**config.mk**
```make
export PLATFORM = sky130hd
export DESIGN_NAME = bsg_zynq_uart_axil_arbiter_flat
export DESIGN_NICKNAME = d
export VERILOG_FILES = /design/src/rtl/bsg_zynq_uart_axil_arbiter_if.sv /design/src/rtl/bsg_zynq_uart_axil_arbiter.sv /design/src/flat_wrapper.sv
export SDC_FILE = /design/constraint.sdc
export NUM_CORES = 1
export LEC_CHECK = 0
export ABC_AREA = 0
export BUFFER_PORTS_ARGS = -buffer_cell sky130_fd_sc_hd__buf_4
export CAP_MARGIN = 0
export CORE_AREA = 2 2 114 116
export DETAILED_ROUTE_END_ITERATION = 8
export DIE_AREA = 0 0 116 118
export GPL_ROUTABILITY_DRIVEN = 0
export PLACE_DENSITY_LB_ADDON = 0.15
export SETUP_SLACK_MARGIN = 0.15
export SLEW_MARGIN = 20
export SYNTH_ARGS = -nofsm -noshare
export SYNTH_HDL_FRONTEND = slang
export SYNTH_SLANG_ARGS = --single-unit
```
**constraint.sdc**
```tcl
create_clock -name clk_i -period 2.6 [get_ports clk_i]
set_clock_uncertainty 0.15 [all_clocks]
set_input_delay 0.13 -clock clk_i [delete_from_list [all_inputs] [get_ports clk_i]]
set_output_delay 0.13 -clock clk_i [all_outputs]
set_load 0.005 [all_outputs]
```
**src/rtl/bsg_zynq_uart_axil_arbiter_if.sv**
```systemverilog
// Bundles the requester-side and downstream-side handshake signals of the arbiter.
// The arbiter uses "master"; the requesters and downstream port together use "slave".
interface bsg_zynq_uart_axil_arbiter_if #(
  parameter int num_req_p     = 2,
  parameter int addr_width_p  = 32,
  parameter int data_width_p  = 32,
  parameter int outstanding_p = 4
);
  localparam int mask_width_lp = data_width_p / 8;
  localparam int cnt_width_lp  = (outstanding_p + 1 > 1) ? $clog2(outstanding_p + 1) : 1;

  logic [num_req_p*data_width_p-1:0]  req_data_i;
  logic [num_req_p*addr_width_p-1:0]  req_addr_i;
  logic [num_req_p-1:0]               req_w_i;
  logic [num_req_p*mask_width_lp-1:0] req_wmask_i;
  logic [num_req_p-1:0]               req_v_i;
  logic [num_req_p-1:0]               req_ready_and_o;
  logic [data_width_p-1:0]            rsp_data_o;
  logic [num_req_p-1:0]               rsp_v_o;
  logic [num_req_p-1:0]               rsp_ready_and_i;
  logic [data_width_p-1:0]            data_o;
  logic [addr_width_p-1:0]            addr_o;
  logic                               w_o;
  logic [mask_width_lp-1:0]           wmask_o;
  logic                               v_o;
  logic                               ready_and_i;
  logic [data_width_p-1:0]            data_i;
  logic                               v_i;
  logic                               ready_and_o;
  logic [cnt_width_lp-1:0]            outstanding_o;
  logic                               err_o;

  modport master (
    input  req_data_i, req_addr_i, req_w_i, req_wmask_i, req_v_i, rsp_ready_and_i,
           ready_and_i, data_i, v_i,
    output req_ready_and_o, rsp_data_o, rsp_v_o, data_o, addr_o, w_o, wmask_o, v_o,
           ready_and_o, outstanding_o, err_o
  );

  modport slave (
    output req_data_i, req_addr_i, req_w_i, req_wmask_i, req_v_i, rsp_ready_and_i,
           ready_and_i, data_i, v_i,
    input  req_ready_and_o, rsp_data_o, rsp_v_o, data_o, addr_o, w_o, wmask_o, v_o,
           ready_and_o, outstanding_o, err_o
  );
endinterface

```
**src/rtl/bsg_zynq_uart_axil_arbiter.sv**
```systemverilog
// Round-robin command arbiter in front of one AXI-lite FIFO master, with an
// in-order tag FIFO that steers each response back to its issuing requester.
module bsg_zynq_uart_axil_arbiter #(
  parameter int num_req_p     = 2,
  parameter int addr_width_p  = 32,
  parameter int data_width_p  = 32,
  parameter int outstanding_p = 4
) (
  input logic clk_i,
  input logic reset_i,
  bsg_zynq_uart_axil_arbiter_if.master bus
);
  localparam int mask_width_lp = data_width_p / 8;
  localparam int tag_width_lp  = (num_req_p > 1) ? $clog2(num_req_p) : 1;
  localparam int ptr_width_lp  = (outstanding_p > 1) ? $clog2(outstanding_p) : 1;
  localparam int cnt_width_lp  = (outstanding_p + 1 > 1) ? $clog2(outstanding_p + 1) : 1;

  logic [tag_width_lp-1:0] prio_r;
  logic [tag_width_lp-1:0] tags_r [outstanding_p];
  logic [ptr_width_lp-1:0] rd_ptr_r, wr_ptr_r;
  logic [cnt_width_lp-1:0] count_r;
  logic                    err_r;

  logic                    found, full, empty, push, pop, head_ready;
  logic [tag_width_lp-1:0] grant, head;

  assign full  = (count_r == cnt_width_lp'(outstanding_p));
  assign empty = (count_r == '0);
  assign head  = tags_r[rd_ptr_r];

  // Scan requesters starting at the priority pointer, wrapping modulo num_req_p.
  always_comb begin : arb
    logic [tag_width_lp:0] sum;
    found = 1'b0;
    grant = '0;
    sum   = '0;
    for (int i = 0; i < num_req_p; i++) begin
      sum = {1'b0, prio_r} + (tag_width_lp + 1)'(i);
      if (sum >= (tag_width_lp + 1)'(num_req_p)) sum = sum - (tag_width_lp + 1)'(num_req_p);
      if (!found && bus.req_v_i[sum[tag_width_lp-1:0]]) begin
        found = 1'b1;
        grant = sum[tag_width_lp-1:0];
      end
    end
  end

  always_comb begin
    bus.v_o             = found & ~full;
    bus.data_o          = '0;
    bus.addr_o          = '0;
    bus.w_o             = 1'b0;
    bus.wmask_o         = '0;
    bus.req_ready_and_o = '0;
    bus.rsp_v_o         = '0;
    head_ready          = 1'b0;
    for (int i = 0; i < num_req_p; i++) begin
      if (bus.v_o && grant == tag_width_lp'(i)) begin
        bus.data_o             = bus.req_data_i[i*data_width_p +: data_width_p];
        bus.addr_o             = bus.req_addr_i[i*addr_width_p +: addr_width_p];
        bus.w_o                = bus.req_w_i[i];
        bus.wmask_o            = bus.req_wmask_i[i*mask_width_lp +: mask_width_lp];
        bus.req_ready_and_o[i] = bus.ready_and_i;
      end
      if (head == tag_width_lp'(i)) begin
        bus.rsp_v_o[i] = bus.v_i & ~empty;
        head_ready     = bus.rsp_ready_and_i[i];
      end
    end
  end

  assign bus.rsp_data_o    = bus.data_i;
  assign bus.ready_and_o   = ~empty & head_ready;
  assign bus.outstanding_o = count_r;
  assign bus.err_o         = err_r;
  assign push              = bus.v_o & bus.ready_and_i;
  assign pop               = bus.v_i & bus.ready_and_o;

  // Explicit wraps keep non-power-of-2 requester counts and FIFO depths correct.
  always_ff @(posedge clk_i or posedge reset_i) begin
    if (reset_i) begin
      prio_r   <= '0;
      rd_ptr_r <= '0;
      wr_ptr_r <= '0;
      count_r  <= '0;
      err_r    <= 1'b0;
      for (int i = 0; i < outstanding_p; i++) tags_r[i] <= '0;
    end else begin
      if (push) begin
        tags_r[wr_ptr_r] <= grant;
        prio_r   <= (grant == tag_width_lp'(num_req_p - 1)) ? '0 : grant + tag_width_lp'(1);
        wr_ptr_r <= (wr_ptr_r == ptr_width_lp'(outstanding_p - 1)) ? '0 : wr_ptr_r + ptr_width_lp'(1);
      end
      if (pop) begin
        rd_ptr_r <= (rd_ptr_r == ptr_width_lp'(outstanding_p - 1)) ? '0 : rd_ptr_r + ptr_width_lp'(1);
      end
      if (push && !pop) count_r <= count_r + cnt_width_lp'(1);
      else if (pop && !push) count_r <= count_r - cnt_width_lp'(1);
      if (bus.v_i && empty) err_r <= 1'b1;
    end
  end
endmodule

```
**src/flat_wrapper.sv**
```systemverilog
// flat-port wrapper written by rule: the top's interface ports become plain ports
module bsg_zynq_uart_axil_arbiter_flat 
#(
  parameter int num_req_p     = 2,
  parameter int addr_width_p  = 32,
  parameter int data_width_p  = 32,
  parameter int outstanding_p = 4
)
  (clk_i, reset_i, bus_req_data_i, bus_req_addr_i, bus_req_w_i, bus_req_wmask_i, bus_req_v_i, bus_rsp_ready_and_i, bus_ready_and_i, bus_data_i, bus_v_i, bus_req_ready_and_o, bus_rsp_data_o, bus_rsp_v_o, bus_data_o, bus_addr_o, bus_w_o, bus_wmask_o, bus_v_o, bus_ready_and_o, bus_outstanding_o, bus_err_o);
  bsg_zynq_uart_axil_arbiter_if #(.num_req_p(num_req_p), .addr_width_p(addr_width_p), .data_width_p(data_width_p), .outstanding_p(outstanding_p)) bus_i ();
  input logic clk_i;
  input logic reset_i;
  input wire logic [$bits(bus_i.req_data_i)-1:0] bus_req_data_i;
  input wire logic [$bits(bus_i.req_addr_i)-1:0] bus_req_addr_i;
  input wire logic [$bits(bus_i.req_w_i)-1:0] bus_req_w_i;
  input wire logic [$bits(bus_i.req_wmask_i)-1:0] bus_req_wmask_i;
  input wire logic [$bits(bus_i.req_v_i)-1:0] bus_req_v_i;
  input wire logic [$bits(bus_i.rsp_ready_and_i)-1:0] bus_rsp_ready_and_i;
  input wire logic [$bits(bus_i.ready_and_i)-1:0] bus_ready_and_i;
  input wire logic [$bits(bus_i.data_i)-1:0] bus_data_i;
  input wire logic [$bits(bus_i.v_i)-1:0] bus_v_i;
  output wire logic [$bits(bus_i.req_ready_and_o)-1:0] bus_req_ready_and_o;
  output wire logic [$bits(bus_i.rsp_data_o)-1:0] bus_rsp_data_o;
  output wire logic [$bits(bus_i.rsp_v_o)-1:0] bus_rsp_v_o;
  output wire logic [$bits(bus_i.data_o)-1:0] bus_data_o;
  output wire logic [$bits(bus_i.addr_o)-1:0] bus_addr_o;
  output wire logic [$bits(bus_i.w_o)-1:0] bus_w_o;
  output wire logic [$bits(bus_i.wmask_o)-1:0] bus_wmask_o;
  output wire logic [$bits(bus_i.v_o)-1:0] bus_v_o;
  output wire logic [$bits(bus_i.ready_and_o)-1:0] bus_ready_and_o;
  output wire logic [$bits(bus_i.outstanding_o)-1:0] bus_outstanding_o;
  output wire logic [$bits(bus_i.err_o)-1:0] bus_err_o;
  assign bus_i.req_data_i = bus_req_data_i;
  assign bus_i.req_addr_i = bus_req_addr_i;
  assign bus_i.req_w_i = bus_req_w_i;
  assign bus_i.req_wmask_i = bus_req_wmask_i;
  assign bus_i.req_v_i = bus_req_v_i;
  assign bus_i.rsp_ready_and_i = bus_rsp_ready_and_i;
  assign bus_i.ready_and_i = bus_ready_and_i;
  assign bus_i.data_i = bus_data_i;
  assign bus_i.v_i = bus_v_i;
  assign bus_req_ready_and_o = bus_i.req_ready_and_o;
  assign bus_rsp_data_o = bus_i.rsp_data_o;
  assign bus_rsp_v_o = bus_i.rsp_v_o;
  assign bus_data_o = bus_i.data_o;
  assign bus_addr_o = bus_i.addr_o;
  assign bus_w_o = bus_i.w_o;
  assign bus_wmask_o = bus_i.wmask_o;
  assign bus_v_o = bus_i.v_o;
  assign bus_ready_and_o = bus_i.ready_and_o;
  assign bus_outstanding_o = bus_i.outstanding_o;
  assign bus_err_o = bus_i.err_o;
  bsg_zynq_uart_axil_arbiter #(.num_req_p(num_req_p), .addr_width_p(addr_width_p), .data_width_p(data_width_p), .outstanding_p(outstanding_p)) u_core (.clk_i(clk_i), .reset_i(reset_i), .bus(bus_i));
endmodule
```
Yosys cells after proc, flatten, opt, wreduce, memory -nomap -nowiden
Index checks and enable logic that the tools add are counted.
{ "word_totals": {"regBits": 13, "in_bits": 178} }
{ "classes": {"reduce_logical": 12, "bitwise": 10, "n_eq_ne": 3, "n_addsub": 8, "n_mux": 34, "magnitude_cmp": 7} }
{ "op_table": {"columns": ["cell", "n"], "rows": [
  ["2-to-1 mux 32 bit", 4],
  ["2-to-1 mux 1 bit", 21],
  ["2-to-1 mux 4 bit", 2],
  ["logical AND 1 bit", 7],
  ["greater-or-equal comparator 3 bit (second input constant)", 2],
  ["2-to-1 mux 3 bit", 2],
  ["NOT 2 -> 3 bit", 2],
  ["AND 1 bit", 5],
  ["adder 2 x 1 -> 2 bit (second input constant)", 2],
  ["bitwise mux 4 bit", 1],
  ["== test 2 bit (second input constant)", 2],
  ["< comparator 1 x 2 -> 1 bit (second input constant)", 2],
  ["2-to-1 mux 2 bit", 2],
  ["adder 3 x 1 -> 3 bit (second input constant)", 1],
  ["== test 3 bit (second input constant)", 1],
  ["zero test 1 bit", 3],
  ["zero test 3 bit", 1],
  ["< comparator 3 x 1 -> 1 bit (second input constant)", 1],
  ["NOT 1 bit", 3],
  ["subtractor 3 x 1 -> 3 bit (second input constant)", 1],
  ["adder 1 x 1 -> 2 bit (second input constant)", 1],
  ["binary-select mux 1 bit (select 2 bit)", 1],
  ["demux 1 bit (select 2 bit)", 1],
  ["greater-or-equal comparator 1 x 2 -> 1 bit (second input constant)", 1],
  ["4 further kinds", 5]
]} }

Depth between registers and ports, before layout
Gate-level depths: netlist of run 1.
{ "depth": {"depth_word": 14, "ltp_mapped": 10, "ltp_nobuf": 9} }

Least setup slack after synthesis of run 1
No wires, ideal clock.
{ "synth_path": {"path_kind": "flip-flop to flip-flop", "from": "register u_core.rd_ptr_r[0]", "to": "register u_core.count_r[1], in the netlist u_core.bus.outstanding_o[1]", "t_arrival_ns": 2.181, "setup_ns": 0.125, "required_time_ns": 2.325, "path_slack_ns": 0.144, "n_path_buf": 0, "path_stages_with_launch": 8, "period_less_slack_ns": 2.456, "path_cell_list": "dfrtp_1 > mux4_2 > mux2i_1 > inv_1 > ha_1 > inv_1 > fa_1 > mux2_2"} }
{ "synth_via": {"elab_chain_cells": 10, "word_cells_on_any_way": 12, "classes_between": "mux: 5; bitwise: 3; reduce/logical: 4"} }
{ "synth_lines": {"columns": ["element", "line_no", "rtl"], "rows": [
  ["from (decl)", "bsg_zynq_uart_axil_arbiter.sv:20", "logic [ptr_width_lp-1:0] rd_ptr_r, wr_ptr_r;"],
  ["from (signal assigned)", "bsg_zynq_uart_axil_arbiter.sv:94", "rd_ptr_r <= (rd_ptr_r == ptr_width_lp'(outstanding_p - 1)) ? '0 : rd_ptr_r + ptr_width_lp'(1);"],
  ["NOT 2 -> 3 bit (not written as such) (*)", "bsg_zynq_uart_axil_arbiter.sv:29", "assign head = tags_r[rd_ptr_r];"],
  ["binary-select mux 1 bit (select 2 bit) (*)", "bsg_zynq_uart_axil_arbiter.sv:29", null],
  ["2-to-1 mux 1 bit (not written as such) (*) (2 in series)", "bsg_zynq_uart_axil_arbiter.sv:29", null],
  ["2-to-1 mux 1 bit (*)", "bsg_zynq_uart_axil_arbiter.sv:64", "if (head == tag_width_lp'(i)) begin"],
  ["AND 1 bit (*)", "bsg_zynq_uart_axil_arbiter.sv:72", "assign bus.ready_and_o = ~empty & head_ready;"],
  ["AND 1 bit (*)", "bsg_zynq_uart_axil_arbiter.sv:76", "assign pop = bus.v_i & bus.ready_and_o;"],
  ["zero test 1 bit", "bsg_zynq_uart_axil_arbiter.sv:96", "if (push && !pop) count_r <= count_r + cnt_width_lp'(1);"],
  ["logical AND 1 bit", "bsg_zynq_uart_axil_arbiter.sv:96", null],
  ["2-to-1 mux 3 bit / nonzero test 2 bit (equally long branches)", null, null],
  ["to (signal assigned)", "bsg_zynq_uart_axil_arbiter.sv:96", null],
  ["to (signal assigned)", "bsg_zynq_uart_axil_arbiter.sv:97", "else if (pop && !push) count_r <= count_r - cnt_width_lp'(1);"],
  ["to (decl)", "bsg_zynq_uart_axil_arbiter.sv:21", "logic [cnt_width_lp-1:0] count_r;"]
]} }
Every way passes the cells marked *; elsewhere a longest branch is shown, timed or not. The select of a mux whose other input is x is not followed.
A chain may end at the register's enable or synchronous reset.

Worst setup path after layout of run 1
{ "layout_path": {"from": "register u_core.rd_ptr_r[0]", "to": "register u_core.count_r[2], in the netlist u_core.bus.outstanding_o[2]"} }
The elaborated chain is that of the path after synthesis.

==> impl_results.md, run 1 <==
- Result of the run: finished clean
- Sinks on the clock net: 13
- Worst-case headroom to the max-slew limit: 64.8%
- Floorplan Core Area: 12400 sq um
- Sum of buffers and inverters on the critical path: 2
- GRT Residual Overflow: 0
- Min Clock Period, post-route: 2.42 ns
- Final cell area excluding filler cells: 3480 sq um
- Hold crit path type: input pin to flop
- Post-detailed-route via-to-cell ratio: 4.13
- Number of antenna cells inserted: 0
- Leak Pwr: 1.82 nW
- Starting DRC count in detailed routing: 52
- Power density over the cells: 720 nW/um^2
- Worst setup EP type: flop
- Root cell of the clock tree: sky130_fd_sc_hd__clkbuf_16
- Clock tree from TritonCTS: built
- Placed cell count: 541
- Layout cell share with drive strength beyond 1: 66.1%
- TritonCTS Buffers: 3
- Wire length of the first global-routing pass: 13300 um
- Seq/Total Area, Yosys: 18.7%
- Achievable clock frequency: 0.413 GHz
- Pin count of the biggest net entering global routing: 47
- DR pass1 iterations: 4
- Worst setup SP type: flop
- Final Worst Setup Slack: 0.181 ns
- Mean Syn Cell Area: 9.22 sq um
- DIE AREA: 13700 sq um
- Synthesis warning total: 0
- Kind of cell with the highest combined delay on the critical path: multiplexers
- Number of buffer cells added on primary ports: 224
- Placed Instance Area: 3350 sq um
- Series of cell instances along the critical path: mux4_2, mux2i_2, inv_1, ha_2, inv_1, fa_1, xor2_1, nor2_1, xor2_1
- Synthesis-to-layout area growth: 99.9%
- H-Tree Level Count: 1
- Total track usage: 13.0%
- DRC violations left: 0
- Clock Latency Late Sink: 0.24 ns
- Starting Density: 14.0%
- Netlist Area Pre-Place: 1740 sq um
- Setup repair after global routing missed its margin: true
- Top-level I/O count: 289
- Post-DRT Antenna Nets: 0
- CP peak stage delay: 0.56 ns
- Non-Filler Instances: 550
- Number of slew-limit violations in the final report: 0
- Post-Route WL: 10000 um
- Row count: 41
- Detailed placement HPWL: 8580 um
- Number of antenna violations at the first check in global routing: 0
- Share of the clock period used by the worst path: 93.1%
- Class of the most critical setup path: flop to flop
- Crit path arrival time: 2.43 ns
- Die H: 118 um
- Hold Fails Final Rpt: 0
- Gate Count Post-Synth: 189
- Routed via count: 2269
- Pin slew with the least headroom to its limit: 0.528 ns
- Number of nets in the synthesized netlist: 374
- Placement Setup Slack: 0.0722 ns
- Power, Total: 2.51 mW
- CP max stage cell: sky130_fd_sc_hd__mux4_2
- Final #Nets: 564
- Critical Path RT: 2.61 ns
- Average wire per cell in the routed design: 18.2 um
- Number of synthesized register bits: 13
- Vias in the first global route: 2181
- Peak VDD IR: 0.541 mV
- Clock-pin slew on the worst setup and hold paths: 0.05 ns
- Bufs on Longest Clock Path: 2
- Unique cell type count in the Yosys netlist: 30
- Final core area utilization: 28.1%
- Fin Setup TNS: 0 ns
- Worst Hold Margin: 0.0544 ns
- Largest fanout on the critical path: 2
- Horizontal die dimension: 116 um
- Setup Viol. Count Final: 0
- Max Cap Violations: 0
[cell usage in the layout (no fill, tap or decap), drive strengths merged, types with 2 or more instances in the layout]
cell type	count
buf	234
a22o	69
dfrtp	13
inv	7
mux2	7
nor2	6
ha	6
nand4	4
clkbuf	4
and2	3
mux2i	3
xor2	2
nand2b	2
a32o	2
dlygate4sd3	2
and3	2
o311ai	2
[per-layer routing]
metal / track usage, % / routed length, um / vias up
met5: 0 / 0 / -
met4: 1.56 / 17 / 0
met3: 5.72 / 1400 / 2
met2: 22.5 / 4790 / 131
met1: 15.0 / 3800 / 1066
li1: - / - / 1070
[what timing repair did]
item                                    CTS  global route
buffers inserted                          2             1
endpoints found under the setup margin   57            10
endpoints found under the hold margin    14             0
pin swaps                                 0             1
gates resized for setup                   2             3
hold buffers                              2             0
[cells by family after synthesis]
kind of cell               share of synthesized area, %
DFF                                                18.7
AOI/OAI and AO/OA                                  37.3
and+or+nand+nor                                    7.54
xor gates and xnor gates                           1.51
buffers and inverters                              22.0
muxes                                              7.54
adders and majority gates                          5.46
[registers in the layout (all words and copies together), names as in the netlist]
register,cells
u_core.bus.err_o,1
u_core.bus.outstanding_o,3
u_core.wr_ptr_r,2
u_core.rd_ptr_r,2
u_core.tags_r,4
u_core.prio_r,1
[Yosys cell counts, drive strengths merged]
cell / number / share of area, %
a21o: 1 / 0.43
a22o: 69 / 35
a32o: 2 / 1.1
and2: 3 / 1.1
and3: 2 / 1.0
buf: 44 / 19
clkbuf: 7 / 1.5
dfrtp: 13 / 19
fa: 1 / 1.1
ha: 6 / 4.3
inv: 7 / 1.5
mux2: 7 / 4.5
mux2i: 3 / 1.7
mux4: 1 / 1.3
nand2: 1 / 0.22
nand2b: 2 / 0.72
nand3: 1 / 0.29
nand4: 4 / 1.4
nor2: 6 / 1.3
nor2b: 1 / 0.36
nor3: 1 / 0.29
o311ai: 2 / 1.0
or2: 1 / 0.36
or3b: 1 / 0.50
xnor2: 1 / 0.50
xor2: 2 / 1.0
[layout make-up]
| cell class | count | area, sq um |
|---|---|---|
| Inverter | 7 | 26.3 |
| Fill cell | 1365 | 8930 |
| Sequential cell | 13 | 327 |
| Timing Repair Buffer | 236 | 1790 |
| Clock buffer | 4 | 78.8 |
| Multi-Input combinational cell | 118 | 1040 |
| Tap cell | 172 | 215 |
[worst reg2reg max path, cell delays in order (launching register included)]
cell and delay [ns]:
sky130_fd_sc_hd__dfrtp_1 0.36, sky130_fd_sc_hd__mux4_2 0.56, sky130_fd_sc_hd__mux2i_2 0.18, sky130_fd_sc_hd__inv_1 0.08
sky130_fd_sc_hd__ha_2 0.18, sky130_fd_sc_hd__inv_1 0.05, sky130_fd_sc_hd__fa_1 0.37, sky130_fd_sc_hd__xor2_1 0.15
sky130_fd_sc_hd__nor2_1 0.11, sky130_fd_sc_hd__xor2_1 0.15
[worst paths after layout]
check | startpoint | to | slack (ns) | depth (start not counted)
max | u_core.rd_ptr_r[0] | u_core.bus.outstanding_o[2] | 0.18 | 9
min | bus_ready_and_i | u_core.tags_r[3] | 0.05 | 2
max reg2reg | u_core.rd_ptr_r[0] | u_core.bus.outstanding_o[2] | 0.18 | 9
min reg2reg | u_core.bus.err_o | u_core.bus.err_o | 0.32 | 1
max in group asynchronous | reset_i | u_core.bus.outstanding_o[0] | 1.59 | 3
min in group asynchronous | reset_i | u_core.prio_r | 0.33 | 3
[where the power goes]
group / leakage [nW] / switching [mW] / total (mW) / internal, mW
Sequential: 0.151 / 0.0978 / 0.402 / 0.305
Clock: 0.0382 / 0.0841 / 0.291 / 0.207
Combinational: 1.63 / 0.740 / 1.81 / 1.07
Total: 1.82 / 0.922 / 2.51 / 1.59
No activity file was read; power rests on OpenSTA's default activity.
==> inputs of run 2 (changes only) <==
==> constraint.sdc (replaced) <==
create_clock -name clk_i -period 2.2 [get_ports clk_i]
set_clock_uncertainty 0.15 [all_clocks]
set_input_delay 0.11 -clock clk_i [delete_from_list [all_inputs] [get_ports clk_i]]
set_output_delay 0.11 -clock clk_i [all_outputs]
set_load 0.005 [all_outputs]
==> run 2 against run 1 <==
Compared with the run above:
- the run now ends with negative setup slack left
- register-to-register slack worse by 0.35 ns
- sequential power up 9.5%
- combinational power up 90%
- largest cell class unchanged
==> impl_results.md, run 2 (synthesis gave the netlist of run 1 again) <==
- Max Cap Violations: 0
- Hold crit path type: input pin to flop
- Flip-flop count of the largest register after layout: 4
- Number of antenna cells inserted: 0
- Final cell area excluding filler cells: 4430 sq um
- Die H: 118 um
- Leak Pwr: 2.25 nW
- Bufs on Longest Clock Path: 2
- Pin slew with the least headroom to its limit: 0.529 ns
- Detailed placement HPWL: 8650 um
- Wire length of the first global-routing pass: 16400 um
- Violated checks: negative setup slack
- Total track usage: 16.4%
- Sinks on the clock net: 13
- Sum of buffers and inverters on the critical path: 5
- Clock Latency Late Sink: 0.24 ns
- Average wire per cell in the routed design: 20.3 um
- Most frequent cells in the layout: sky130_fd_sc_hd__buf_4 (214), sky130_fd_sc_hd__a22o_1 (64), sky130_fd_sc_hd__buf_6 (40)
- Setup repair after global routing missed its margin: true
- Pin count of the biggest net entering global routing: 14
- GRT Residual Overflow: 0
- Largest fanout on the critical path: 7
- Clock tree from TritonCTS: built
- Share of the clock period used by the worst path: 109%
- Worst-case headroom to the max-slew limit: 64.7%
- Class of the most critical setup path: flop to output port
- Kind of cell with the highest combined delay on the critical path: buffers and inverters
- Placement Setup Slack: -0.204 ns
- Result of the run: finished, violations left
- Non-Filler Instances: 598
- Peak VDD IR: 0.498 mV
- DRC violations left: 0
- Footprint of the flip-flops and latches: 325 sq um
- CP peak stage delay: 0.41 ns
- Count of filler cells inserted in the layout: 1298
- Number of antenna violations at the first check in global routing: 0
- Achievable clock frequency: 0.418 GHz
- Number of buffer cells added on primary ports: 224
- Fin Setup TNS: -7.81 ns
- Power density over the cells: 955 nW/um^2
- Horizontal die dimension: 116 um
- Min Clock Period, post-route: 2.39 ns
- TritonCTS Buffers: 3
- Number of slew-limit violations in the final report: 0
- Top-level I/O count: 289
- DR pass1 iterations: 4
- Setup Viol. Count Final: 70
- Critical Path RT: 1.94 ns
- Layout cell share with drive strength beyond 1: 72.3%
- Routed via count: 2554
- Post-DRT Antenna Nets: 0
- DIE AREA: 13700 sq um
- Series of cell instances along the critical path: or3b_4, buf_6, buf_6, and3_4, buf_12, buf_16, a22o_1, buf_4
- Clock-pin slew on the worst setup and hold paths: 0.04 ns
- Placed cell count: 552
- Most frequent cell on the critical path: sky130_fd_sc_hd__buf_6
- Floorplan Core Area: 12400 sq um
- Worst setup EP type: output port
- Register bank with the most flops: u_core.tags_r
- Post-Route WL: 12100 um
- Register-to-Register Setup Slack: -0.17 ns
- CP max stage cell: sky130_fd_sc_hd__or3b_4
- Synthesis-to-layout area growth: 154%
- Worst setup SP type: flop
- Post-detailed-route via-to-cell ratio: 4.27
- Row count: 41
- Final Worst Setup Slack: -0.194 ns
- Area of the multi-input gates: 1170 sq um
- Starting Density: 14.0%
- Vias in the first global route: 2652
- Most common cell after layout, fill and taps aside: sky130_fd_sc_hd__buf_4
- Crit path arrival time: 2.13 ns
- Placed Instance Area: 3460 sq um
- H-Tree Level Count: 1
- Root cell of the clock tree: sky130_fd_sc_hd__clkbuf_16
- Final #Nets: 612
- Hold Fails Final Rpt: 0
- Starting DRC count in detailed routing: 70
## run 2: area by class of cell
| class | instances | share of cell area, % |
|---|---|---|
| repair buffers | 279 | 59.0 |
| well taps | 172 | 4.86 |
| inverters | 7 | 0.594 |
| multi-input cells | 123 | 26.4 |
| flip-flops and latches | 13 | 7.35 |
| clock buffers | 4 | 1.78 |
## run 2: through the flow
stage          power (mW)  hold slack (ns)  util (%)
3_5_place_dp         2.75           0.0385      27.9
6_report             4.23           0.0384      35.6
2_1_floorplan        1.58           -0.163         -
3_3_place_gp         2.73           0.0435      27.9
4_1_cts              4.07           0.0439      34.5
5_1_grt              4.50           0.0481      35.6
## run 2: worst paths after layout
kind | start | endpoint | cells past startpoint
setup / recovery | u_core.bus.outstanding_o[2] | bus_data_o[3] | 8
hold / removal | bus_ready_and_i | u_core.tags_r[2] | 2
setup reg to reg | u_core.rd_ptr_r[0] | u_core.bus.outstanding_o[1] | 7
hold reg to reg | u_core.bus.err_o | u_core.bus.err_o | 1
max in group asynchronous | reset_i | u_core.bus.err_o | 3
min in group asynchronous | reset_i | u_core.prio_r | 3
## run 2: layer usage
layer  share of wire (%)  routed length, um  GRT usage (%)
met1                  36               4420           18.1
met2                  50               6010           28.2
met3                  12               1510           7.93
met4                 1.4                175           3.65
met5                   0                  0              0
## run 2: power breakdown
group | switching (mW) | total [mW] | leakage [nW] | internal (mW)
Clock | 0.101 | 0.345 | 0.0382 | 0.245
Combinational | 1.26 | 3.44 | 2.06 | 2.18
Sequential | 0.0820 | 0.440 | 0.152 | 0.358
## run 2: repair_timing
| item | 4_1_cts | 5_1_grt |
|---|---|---|
| pin swaps | 31 | 15 |
| resized for setup | 53 | 23 |
| endpoints found under the setup margin | 74 | 73 |
| setup buffers | 18 | 4 |
| gates cloned | 18 | 0 |
| hold buffers | 2 | 0 |
| endpoints found under the hold margin | 14 | 0 |
==> inputs of run 3 (changes only) <==
--- a/config.mk
+++ b/config.mk
@@ -9,6 +9,7 @@
 export BUFFER_PORTS_ARGS = -buffer_cell sky130_fd_sc_hd__buf_4
 export CAP_MARGIN = 0
 export CORE_AREA = 2 2 114 116
+export CTS_BUF_LIST = sky130_fd_sc_hd__clkbuf_16
 export DETAILED_ROUTE_END_ITERATION = 8
 export DIE_AREA = 0 0 116 118
 export GPL_ROUTABILITY_DRIVEN = 0
==> run 3 against run 2 <==
Compared with the run above:
- the flow still finishes with violations (negative setup slack)
- clock power about the same
- critical path depth unchanged
- global-route usage decreased by 0.26 points
- sequential power about the same
- final cell count decreased by 0.33%
- worst hold slack about the same
- combinational power about the same
- power decreased by 0.65%
- via count decreased by 0.94%
- highest routed layer unchanged
- utilization decreased by 0.071 points
- sequential share of layout area about the same
- die area unchanged
==> impl_results.md, run 3 (synthesis gave the netlist of run 1 again) <==
- Result of the run: finished, violations left
- Violated checks: negative setup slack
- DRC violations left: 0
- Power density over the cells: 951 nW/um^2
- Class of the most critical setup path: flop to output port
- H-Tree Level Count: 1
- Vias in the first global route: 2609
- Synthesis-to-layout area growth: 153%
- Power, Total: 4.20 mW
- Most common cell after layout, fill and taps aside: sky130_fd_sc_hd__buf_4
- Number of antenna cells inserted: 0
- Register bank with the most flops: u_core.tags_r
- Top-level I/O count: 289
- Achievable clock frequency: 0.418 GHz
- Startpoint of the worst hold path: bus_ready_and_i
- Clock Latency Late Sink: 0.24 ns
- Count of filler cells inserted in the layout: 1302
- Hold crit path type: input pin to flop
- Row count: 41
- Bufs on Longest Clock Path: 2
- Setup repair after global routing missed its margin: true
- Most frequent cells in the layout: sky130_fd_sc_hd__buf_4 (214), sky130_fd_sc_hd__a22o_1 (64), sky130_fd_sc_hd__buf_6 (37)
- Detailed placement HPWL: 8650 um
- Share of the clock period used by the worst path: 109%
- Pin slew with the least headroom to its limit: 0.531 ns
- Routed via count: 2530
- Crit path arrival time: 2.13 ns
- Placement Setup Slack: -0.204 ns
- Post-Route WL: 12100 um
- Layout cell share with drive strength beyond 1: 72.2%
- Number of slew-limit violations in the final report: 0
- Worst-case headroom to the max-slew limit: 64.6%
- Post-detailed-route via-to-cell ratio: 4.24
- Worst setup SP type: flop
- Total track usage: 16.1%
- Setup Viol. Count Final: 68
- GRT Residual Overflow: 0
- Starting Density: 14.0%
- Max Cap Violations: 0
- Sinks on the clock net: 13
- Placed Instance Area: 3460 sq um
- Average wire per cell in the routed design: 20.2 um
- Origin of the worst setup path: u_core.bus.outstanding_o[2]
- TritonCTS Buffers: 3
- R2R Path Start: u_core.rd_ptr_r[0]
- Pin count of the biggest net entering global routing: 14
- Number of buffer cells added on primary ports: 224
- DR pass1 iterations: 4
- Flip-flop count of the largest register after layout: 4
- Wire length of the first global-routing pass: 16100 um
- Critical Path RT: 1.94 ns
- Peak VDD IR: 0.500 mV
- Worst setup EP type: output port
- Number of antenna violations at the first check in global routing: 0
- Clock tree from TritonCTS: built
- Clock-pin slew on the worst setup and hold paths: 0.05 ns
- Final Worst Setup Slack: -0.193 ns
- Root cell of the clock tree: sky130_fd_sc_hd__clkbuf_16
- Horizontal die dimension: 116 um
- Leak Pwr: 2.25 nW
- Hold Fails Final Rpt: 0
- Min Clock Period, post-route: 2.39 ns
- DIE AREA: 13700 sq um
- Starting DRC count in detailed routing: 76
- Final cell area excluding filler cells: 4420 sq um
- Largest fanout on the critical path: 7
- Die H: 118 um
- Final #Nets: 610
- Post-DRT Antenna Nets: 0
- Floorplan Core Area: 12400 sq um
## run 3: final timing paths
check | to | slack [ns] | cells after the start
min reg2reg | u_core.bus.err_o | 0.30 | 1
max | bus_data_o[3] | -0.19 | 8
min in group asynchronous | u_core.prio_r | 0.32 | 3
min | u_core.tags_r[2] | 0.04 | 2
max in group asynchronous | u_core.bus.err_o | 1.23 | 3
max reg2reg | u_core.bus.outstanding_o[1] | -0.17 | 7
## run 3: layout make-up
type	count	area (sq um)	area share, %
clock buffer	3	75.1	1.70
tap	172	215	4.87
clock inverter	1	3.75	0.0850
sequential	13	325	7.37
multi-input combinational	123	1170	26.5
inverter	7	26.3	0.595
timing repair buffer	277	2600	58.9
## run 3: per-layer routing
metal  track usage [%]  share of wire (%)  vias to the layer above
li1                  -                  -                     1184
met1              17.5                 36                     1190
met2              28.1                 50                      144
met3              8.03                 13                       12
met4              3.13                1.0                        0
met5                 0                  0                        -
## run 3: where the power goes
| part | switching (mW) | total [mW] | leakage (nW) | internal [mW] |
|---|---|---|---|---|
| Combinational | 1.24 | 3.42 | 2.06 | 2.18 |
| Sequential | 0.0820 | 0.440 | 0.152 | 0.358 |
| Clock | 0.102 | 0.342 | 0.0423 | 0.240 |
| Total | 1.42 | 4.20 | 2.25 | 2.78 |
## run 3: what timing repair did
| action | 4_1_cts | 5_1_grt |
|---|---|---|
| hold buffers | 2 | 0 |
| endpoints found under the setup margin | 74 | 75 |
| pin swaps | 23 | 12 |
| gates resized for setup | 45 | 25 |
| endpoints found under the hold margin | 14 | 0 |
| cloned | 16 | 1 |
| setup buffers | 15 | 6 |
## run 3: critical path, cell delays in order, from the launching register on
cell and delay (ns):
sky130_fd_sc_hd__dfrtp_1 0.39, sky130_fd_sc_hd__or3b_4 0.41, sky130_fd_sc_hd__buf_6 0.15, sky130_fd_sc_hd__buf_6 0.12
sky130_fd_sc_hd__and3_4 0.21, sky130_fd_sc_hd__buf_12 0.15, sky130_fd_sc_hd__buf_16 0.13, sky130_fd_sc_hd__a22o_1 0.19
sky130_fd_sc_hd__buf_4 0.14
## run 3: per-stage QoR
step / TNS [ns] / utilization [%] / cells / hold slack, ns
finish: -7.37 / 35.6 / 596 / 0.0380
global route: -11.92 / 35.6 / 596 / 0.0481
CTS: -8.88 / 34.0 / 589 / 0.0439
detailed placement: -0.393 / 27.9 / 552 / 0.0385
global placement: -0.306 / 27.9 / 552 / 0.0435
floorplan: -0.381 / - / 189 / -0.163
